**config.mk**
```make
export PLATFORM = sky130hd
export DESIGN_NAME = recuperador_operando
export DESIGN_NICKNAME = d
export VERILOG_FILES = /design/src/rtl/recuperador_operando.sv
export SDC_FILE = /design/constraint.sdc
export NUM_CORES = 1
export LEC_CHECK = 0
export ABC_AREA = 0
export CAP_MARGIN = 20
export CORE_ASPECT_RATIO = 1.1
export CORE_UTILIZATION = 55
export DETAILED_ROUTE_END_ITERATION = 10
export GPL_ROUTABILITY_DRIVEN = 0
export PLACE_DENSITY = 0.84
export SETUP_SLACK_MARGIN = 0.4
export SYNTH_ARGS = -nofsm -noshare
export SYNTH_HDL_FRONTEND = slang
export SYNTH_SLANG_ARGS = --single-unit
```
**constraint.sdc**
```tcl
create_clock -name clk -period 3.5 [get_ports clk]
set_clock_uncertainty 0.15 [all_clocks]
set_input_delay 0.525 -clock clk [delete_from_list [all_inputs] [get_ports clk]]
set_output_delay 0.525 -clock clk [all_outputs]
set_load 0.005 [all_outputs]
```
**src/rtl/recuperador_operando.sv**
```systemverilog
// recuperador_operando
//   Recovers the second operand of the mixed signed/unsigned adder:
//   operando_b = soma - operando_a (mod 2^LARGURA), computed bit-serially,
//   LSB first, one bit per clock. The result is flagged when it does not fit
//   the declared width/signedness of B for the selected codigo.
//
//   Optional feature macro: RANGE_CHECK_EN
//     defined   -> fora_faixa computed per codigo
//     undefined -> range logic omitted, fora_faixa tied to 0
//
// Ports
//   clk, rst_n              clock (rising edge), async active-low reset
//   in_valid / in_ready     request handshake (in_ready=1 only in IDLE)
//   soma, operando_a        sum and known first operand
//   codigo                  operand-type code (same encoding as the adder)
//   out_valid / out_ready   result handshake (out_valid=1 only in DONE)
//   operando_b              recovered B, raw LARGURA-bit modular result
//   fora_faixa              B outside its declared range
module recuperador_operando #(
  parameter int LARGURA       = 8,
  parameter int LARGURA_CURTA = 4
) (
  input  logic               clk,
  input  logic               rst_n,
  input  logic               in_valid,
  output logic               in_ready,
  input  logic [LARGURA-1:0] soma,
  input  logic [LARGURA-1:0] operando_a,
  input  logic [1:0]         codigo,
  output logic               out_valid,
  input  logic               out_ready,
  output logic [LARGURA-1:0] operando_b,
  output logic               fora_faixa
);

  localparam int CW = (LARGURA > 1) ? $clog2(LARGURA) : 1;

  typedef enum logic [1:0] {IDLE, CALC, DONE} state_t;

  state_t             state_q, state_d;
  logic [CW-1:0]      cnt_q, cnt_d;
  logic               br_q, br_d;
  logic [LARGURA-1:0] s_q, s_d;     // shifted right each CALC edge; bit 0 is current bit
  logic [LARGURA-1:0] a_q, a_d;
  logic [LARGURA-1:0] res_q, res_d; // difference bits enter at the MSB
  logic [LARGURA-1:0] b_q, b_d;
  logic               fora_q, fora_d;
  logic               dif;

`ifdef RANGE_CHECK_EN
  logic [1:0] cod_q, cod_d;

  function automatic logic fora_calc(input logic [LARGURA-1:0] r, input logic [1:0] c);
    logic sfit;
    // Signed narrow fit: all bits from the narrow sign bit upward are equal.
    sfit = (&r[LARGURA-1:LARGURA_CURTA-1]) | ~(|r[LARGURA-1:LARGURA_CURTA-1]);
    case (c)
      2'b00, 2'b11: fora_calc = ~sfit;
      2'b01:        fora_calc = |r[LARGURA-1:LARGURA_CURTA];
      default:      fora_calc = 1'b0;
    endcase
  endfunction
`else
  logic unused_codigo;
  assign unused_codigo = &{1'b0, codigo};
`endif

  always_ff @(posedge clk or negedge rst_n) begin
    if (!rst_n) begin
      state_q <= IDLE;
      cnt_q   <= '0;
      br_q    <= 1'b0;
      s_q     <= '0;
      a_q     <= '0;
      res_q   <= '0;
      b_q     <= '0;
      fora_q  <= 1'b0;
`ifdef RANGE_CHECK_EN
      cod_q   <= 2'b00;
`endif
    end else begin
      state_q <= state_d;
      cnt_q   <= cnt_d;
      br_q    <= br_d;
      s_q     <= s_d;
      a_q     <= a_d;
      res_q   <= res_d;
      b_q     <= b_d;
      fora_q  <= fora_d;
`ifdef RANGE_CHECK_EN
      cod_q   <= cod_d;
`endif
    end
  end

  always_comb begin
    state_d = state_q;
    cnt_d   = cnt_q;
    br_d    = br_q;
    s_d     = s_q;
    a_d     = a_q;
    res_d   = res_q;
    b_d     = b_q;
    fora_d  = fora_q;
    dif     = s_q[0] ^ a_q[0] ^ br_q;
`ifdef RANGE_CHECK_EN
    cod_d   = cod_q;
`endif
    case (state_q)
      IDLE: begin
        if (in_valid) begin
          s_d     = soma;
          a_d     = operando_a;
          br_d    = 1'b0;
          cnt_d   = '0;
`ifdef RANGE_CHECK_EN
          cod_d   = codigo;
`endif
          state_d = CALC;
        end
      end
      CALC: begin
        br_d  = (~s_q[0] & a_q[0]) | (~(s_q[0] ^ a_q[0]) & br_q);
        s_d   = s_q >> 1;
        a_d   = a_q >> 1;
        res_d = {dif, res_q[LARGURA-1:1]};
        cnt_d = cnt_q + CW'(1);
        if (cnt_q == CW'(LARGURA-1)) begin
          // Last bit: publish the full result on this edge; final borrow dropped.
          state_d = DONE;
          b_d     = res_d;
`ifdef RANGE_CHECK_EN
          fora_d  = fora_calc(res_d, cod_q);
`else
          fora_d  = 1'b0;
`endif
        end
      end
      DONE: begin
        if (out_ready) state_d = IDLE;
      end
      default: state_d = IDLE;
    endcase
  end

  assign in_ready   = (state_q == IDLE);
  assign out_valid  = (state_q == DONE);
  assign operando_b = b_q;
  assign fora_faixa = fora_q;

endmodule
```
Word level (Yosys, flattened, before mapping)
Cells that the tools add are included.
{"block": "op_classes", "n_bitwise": 7, "shifts": 0, "n_eq_ne": 6, "mul": 0, "addsub": 1, "reduce_logical": 5, "n_lt_le_gt_ge": 0, "mux": 12, "div_mod_pow": 0}
{"operator": "$pmux W8 S2", "n": 2}
{"operator": "$mux W8", "n": 2}
{"operator": "$mux W2", "n": 3}
{"operator": "$pmux W2 S3", "n": 1}
{"operator": "$pmux W3 S2", "n": 1}
{"operator": "$ne A2 B2 Y1 const B", "n": 2}
{"operator": "$reduce_and A2 Y1", "n": 2}
{"operator": "$add A3 B1 Y3 const B", "n": 1}
{"operator": "$eq A3 B3 Y1 const B", "n": 1}
{"operator": "$mux W3", "n": 1}
{"operator": "$reduce_and A3 Y1", "n": 1}
{"operator": "$and A1 B1 Y1", "n": 2}
{"operator": "$eq A2 B1 Y1 const B", "n": 1}
{"operator": "$eq A2 B2 Y1 const B", "n": 1}
{"operator": "$logic_not A2 Y1", "n": 1}
{"operator": "$ne A2 B1 Y1 const B", "n": 1}
{"operator": "$not A1 Y1", "n": 2}
{"operator": "$pmux W1 S2", "n": 1}
{"operator": "$reduce_bool A2 Y1", "n": 1}
{"operator": "$xor A1 B1 Y1", "n": 2}
{"operator": "$mux W1", "n": 1}
{"operator": "$or A1 B1 Y1", "n": 1}
{"block": "word_totals", "input_bits": 22, "ram_bits": 0, "word_cells": 38, "mem_bits_ro": 0, "register_bits": 38, "n_memories": 0, "latch_bits": 0, "output_inout_bits": 11}

Depth between registers and ports, before layout
Gate-level depths: netlist (run 1).
{"block": "depth", "ltp_word": 5, "mapped_depth": 4, "ltp_nobuf": 4}

Least setup slack after synthesis (run 1)
No wires, ideal clock.
{"block": "synth_timing", "path_kind": "register to output", "startpoint": "register state_q[0]", "endpoint": "output out_valid", "t_required_ns": 2.825, "path_slack_ns": 1.940, "t_arrival_ns": 0.885, "path_buffers": 2, "stages_incl_launch_ff": 5, "cell_sequence": "dfrtp_1 > buf_6 > buf_2 > nand2b_1 > inv_1"}
{"block": "synth_via", "elab_chain_len": 1}
{"element": "start: declaration", "line": "40", "source": "state_t state_q, state_d;"}
{"element": "start signal: assignment", "line": "82", "source": "state_q <= state_d;"}
{"element": "$eq A2 B2 Y1", "line": "147", "source": "assign out_valid = (state_q == DONE);"}
{"element": "end: declaration", "line": "30", "source": "output logic out_valid,"}
Every way passes these cells.

Final worst setup path (run 1)
{"block": "layout_timing", "startpoint": "register state_q[0]", "endpoint": "output in_ready"}
{"block": "layout_via", "elab_chain_len": 1}
{"element": "$logic_not A2 Y1", "line": "146", "source": "assign in_ready = (state_q == IDLE);"}
{"element": "end: declaration", "line": "26", "source": "output logic in_ready,"}
Every way passes these cells.

==> results.md, run 1 <==
- Worst IR drop on VDD: 0.000672 V
- Sinks on Clock Net: 37
- Synthesized instance count: 134
- Pleak: 0.912 nW
- TNS Setup: 0 ns
- Fin util: 73.0%
- Initial antenna violation count: 0
- Number of routed nets with antenna violations: 0
- Synth cell count leaders: dfrtp_1, mux2_2, inv_1, nor3b_1
- RSZ-0062 raised after global routing: no
- Run status: finished clean
- Netlist cell types: 29
- Most frequent cell after synthesis: dfrtp_1
- Worst skew pair latency: 0.35 ns
- Layout area overhead: 21.8%
- Cell area after placement: 1990 um2
- First-pass GRT wire length: 5510 um
- Fmax: 0.363 GHz
- # resized after CTS: 0
- Root buf cell: clkbuf_4
- Data arrival, critical path: 2.08 ns
- Post-synthesis area per instance: 12.9 um2
- Total wire length: 3160 um
- Ys flop type: dfrtp_1
- Die height: 60.7 um
- Worst-Margin Slew: 0.913 ns
- Final HPWL DP: 2080 um
- Diode count: 0
- Drt drc: 0
- Final min period: 2.76 ns
- Floorplan core area: 2880 um2
- Hold Buf Count CTS: 0
- Num CTS Buffers: 5
- Register area share after synthesis: 53.7%
- Drt first pass iters: 4
- DR WL/cell: 16.3 um
- Crit Path Class: register to output pin
- Slew Limit Headroom: 39.1%
- Largest net degree at the start of global routing: 38
- Critical path peak fanout: 31
- Number of synthesized flops with an enable pin: 0
- Vias in the first global route: 1137
- CP Capture Type: output pin
- I/O pin total: 33
- Post-CTS Setup Bufs: 0
- Synth area leader: dfrtp_1
- Design Power: 1.82 mW
- Fraction of layout cells with a size suffix above 1: 18.6%
- Fin crit share: 78.8%
- Routed vias/inst: 5.87
- Die ar.: 3360 um2
- Hold Fails Final Rpt: 0
- Final Instance Count excl. Fillers: 194
- CTS tree: yes
- PortBufs: 29
- Fin area: 2100 um2
- Fin nets: 185
- Total number of vias: 1138
- Placement Setup Slack: 1.15 ns
- # setup viols final: 0
- Final WS setup: 0.743 ns
- Ys async rst share: 100%
- Seq cells post-synth: 37
- Clk buf depth: 2
- Hold WS: 0.364 ns
- Max Cap Viol: 0
- Dpl cells: 186
- Initial DRC Count: 34
- Internal reg-to-reg setup slack: 1.31 ns
- Hold WC Path Type: register to register
- CTS clk-pin slew, worst paths: 0.11 ns
- GRT overflow: 0
- Worst path required time: 2.82 ns
- Synth Cell Area: 1720 um2
- Kind of start point of the critical path: register
- Max-slew violations: 0
- Die W: 55.4 um
- Synth top area share: 53.7%
- Placement row count: 20
- H-tree depth: 2
- GRT Total Usage: 21.6%
- Top post-synthesis cells by area: dfrtp_1, mux2_2, nor4b_1, nor3b_1, a211oi_1
- Initial Util: 59.9%
- Power density cells: 865 nW/um2
- Yosys warning count: 0
- Syn Nets: 159
-- cell families (layout without fill, tap and decap cells) --
logic type	count (synthesis)	after routing	share of synthesized area, %
other cells	1	1	0.217
buf+inv	23	50	6.68
flops	37	37	53.7
mux	16	16	10.2
fa+ha+maj	3	3	2.61
simple gates	31	31	14.3
compound gates	23	23	12.3
-- layout by cell type (no fill, tap or decap), drive strengths merged --
master / n
a222oi: 1
mux2i: 3
o21ba: 1
a211oi: 8
a32o: 1
o21ai: 1
mux2: 13
or4b: 5
o221a: 5
a221o: 1
fa: 1
inv: 13
buf: 1
nor2b: 2
a22o: 3
nor4b: 8
dfrtp: 37
nand3b: 1
a21oi: 1
ha: 2
nand2b: 4
nor3b: 9
o21bai: 1
nor2: 1
conb: 1
clkdlybuf4s50: 29
and2: 1
bufinv: 2
clkbuf: 5
-- critical path, stage by stage (launching register included) --
cell	delay, ns
dfrtp_1	0.72
nor2_1	0.43
clkdlybuf4s50_1	0.57
-- flip-flops by register name (all words and copies together) (netlist names) --
name / flops
a_q: 8
cnt_q: 3
s_q: 8
res_q: 7
br_q: 1
operando_b: 8
state_q: 2
-- where the power goes --
part	leakage [nW]	total [mW]	internal [mW]	switching, mW
Clock	0.0558	0.373	0.225	0.148
Combinational	0.412	0.642	0.394	0.248
Sequential	0.444	0.801	0.629	0.171
-- layer usage --
metal  GRT usage, %  part of all wire (%)  up-vias
met5              0                     0        -
met4           8.93                   1.6        0
met3           6.18                   3.6        6
met2           37.9                    50       27
met1           25.7                    44      560
li1               -                     -      545
-- final cells by class --
type,instances,area (um2)
Tap cell,33,41.3
Fill cell,206,778
Sequential cell,37,926
Inverter,12,45.0
Clock inverter,3,68.8
Timing Repair Buffer,30,298
Multi-Input combinational cell,74,683
Clock buffer,5,37.5
-- worst paths after layout --
kind                            start  endpoint  depth (start not counted)
max in group asynchronous       rst_n    a_q[7]                          2
max reg2reg                state_q[0]    a_q[4]                          2
max                        state_q[0]  in_ready                          2
min in group asynchronous       rst_n  cnt_q[1]                          2
min                            s_q[7]    s_q[7]                          1
min reg2reg                    s_q[7]    s_q[7]                          1
Note: power is estimated with default switching activity, not from simulation.
==> run 2, diff against run 1 <==
- CORE_UTILIZATION: 55 -> 51
- PLACE_DENSITY: 0.84 -> 0.79
- clock period: 3.5 -> 2.75 ns (I/O delays scaled with it)
==> run 2 against run 1 <==
The flow now finishes with violations (design-rule violations). Via count is 0.53% higher. Wire length down 3.0%. Non-clock buffer count rose by 2. Sequential power grew 23%. Critical path depth unchanged. Sequential share of layout area rose by 0.44 points. Clock power down 14%. Clock-buffer cell count grew 2. Total power up 19%. Setup slack got worse by 0.22 ns. Die area up 7.6%. Cell area is 0.71% lower. Largest cell class unchanged.
==> results.md, run 2 (synthesis gave the netlist of run 1 again) <==
- Max Cap Viol: 0
- Failing checks: design-rule violations
- Fin crit share: 81.0%
- Commonest non-fill, non-tap cell in the layout: dfrtp_1
- Fmax: 0.449 GHz
- Kind of start point of the critical path: register
- Hold WC Path Type: input pin to async pin
- Dpl cells: 189
- Initial Util: 55.1%
- First-pass GRT wire length: 5300 um
- Data arrival, critical path: 1.67 ns
- Worst path required time: 2.19 ns
- Run status: finished, violations left
- Num CTS Buffers: 5
- Pleak: 0.905 nW
- Internal reg-to-reg setup slack: 0.89 ns
- Drt first pass iters: 8
- Final Instance Count excl. Fillers: 197
- Final WS setup: 0.522 ns
- Placement Setup Slack: 0.555 ns
- Sinks on Clock Net: 37
- H-tree depth: 2
- Design Power: 2.16 mW
- Routed vias/inst: 5.81
- RSZ-0062 raised after global routing: no
- Initial DRC Count: 27
- # fillers: 255
- Critical path peak fanout: 16
- Worst path slowest cell: clkdlybuf4s50_1
- Power density cells: 1040 nW/um2
- Total number of vias: 1144
- TNS Setup: 0 ns
- R2R cell count: 3
- Worst skew pair latency: 0.34 ns
- Crit Path Class: register to output pin
- Max-slew violations: 0
- Final min period: 2.23 ns
- Placement row count: 21
- CP Cell Sequence: nor2_2, clkdlybuf4s50_1
- Total wire length: 3070 um
- Worst IR drop on VDD: 0.000440 V
- Root buf cell: clkbuf_4
- GRT Total Usage: 19.3%
- DR WL/cell: 15.6 um
- Final HPWL DP: 2140 um
- Drt drc: 4
- CTS tree: yes
- Crit. Startpoint: state_q[1]
- Vias in the first global route: 1190
- Worst-Margin Slew: 0.623 ns
- Floorplan core area: 3130 um2
- Slew Limit Headroom: 58.4%
- Clk buf depth: 2
- Post-CTS Setup Bufs: 0
- I/O pin total: 33
- Hold Buf Count CTS: 0
- # setup viols final: 0
- Fin nets: 187
- Setup crit end: in_ready
- Die height: 63.0 um
- Die W: 57.4 um
- Diode count: 0
- Fraction of layout cells with a size suffix above 1: 21.5%
- PortBufs: 29
- GRT overflow: 0
- Number of routed nets with antenna violations: 0
- R2r endpoint: res_q[5]
- Initial antenna violation count: 0
- Layout area overhead: 20.9%
- CTS clk-pin slew, worst paths: 0.11 ns
- Die ar.: 3620 um2
- Hold Fails Final Rpt: 0
- Most frequent cells in the layout: dfrtp_1, clkdlybuf4s50_1, mux2_2, inv_1, nor3b_1
- Largest net degree at the start of global routing: 38
- Crit-path max cell delay: 0.55 ns
- CP Capture Type: output pin
- Worst r2r src: state_q[0]
run 2: cell count changes in the layout (fill, tap and decap cells not counted), sizes merged:
| cell | change |
|---|---|
| buf | +2 |
| bufinv | -2 |
| clkbuf | +2 |
| clkinv | +1 |
| inv | -1 |
run 2: timing repair:
action,CTS,global route
cloned,0,0
setup endpoints to repair,1,2
resized for setup,1,2
run 2: worst min-delay path by stage:
| stage | startpoint | endpoint | slack [ns] | cells after the start |
|---|---|---|---|---|
| 2_1_floorplan | rst_n | a_q[0] | -0.03 | 0 |
| 3_3_place_gp | res_q[1] | operando_b[0] | 0.33 | 1 |
| 3_5_place_dp | s_q[7] | s_q[7] | 0.33 | 1 |
| 4_1_cts | rst_n | a_q[5] | 0.33 | 2 |
| 5_1_grt | rst_n | a_q[2] | 0.37 | 2 |
| 6_report | rst_n | a_q[5] | 0.32 | 2 |
run 2: routing by layer:
metal / GRT usage (%) / share of wire (%)
met4: 9.15 / 1.9
met1: 23.7 / 47
met3: 4.35 / 3.7
met2: 31.7 / 48
met5: 0 / 0
run 2: power by group:
part / total, mW / leakage [nW] / switching (mW) / internal (mW)
Sequential: 0.986 / 0.442 / 0.182 / 0.805
Clock: 0.319 / 0.0413 / 0.171 / 0.148
Combinational: 0.859 / 0.422 / 0.349 / 0.511
Total: 2.16 / 0.905 / 0.701 / 1.46
run 2: per-stage QoR:
| stage | utilization, % | area (um2) | hold slack, ns |
|---|---|---|---|
| final | 66.7 | 2080 | 0.322 |
| after global routing | 66.7 | 2080 | 0.367 |
| after CTS | 66.6 | 2080 | 0.334 |
| after detailed placement | 64.3 | 2010 | 0.332 |
| after global placement | 64.3 | 2010 | 0.331 |
| after floorplan | - | 1720 | -0.0331 |
run 2: cell type report:
cell class	count	area (um2)	share of cell area, %
inverters	12	45.0	2.16
clock inverters	1	5.00	0.240
flip-flops and latches	37	928	44.5
well taps	34	42.5	2.04
clock buffers	7	65.1	3.12
repair buffers	32	313	15.0
multi-input cells	74	686	32.9
run 2: worst max-delay path, delay by kind of cell, from the launching register on:
family | cells | cell delay [ns]
AND/OR/NAND/NOR | 1 | 0.26
buffers and inverters | 1 | 0.55
flip-flops | 1 | 0.53
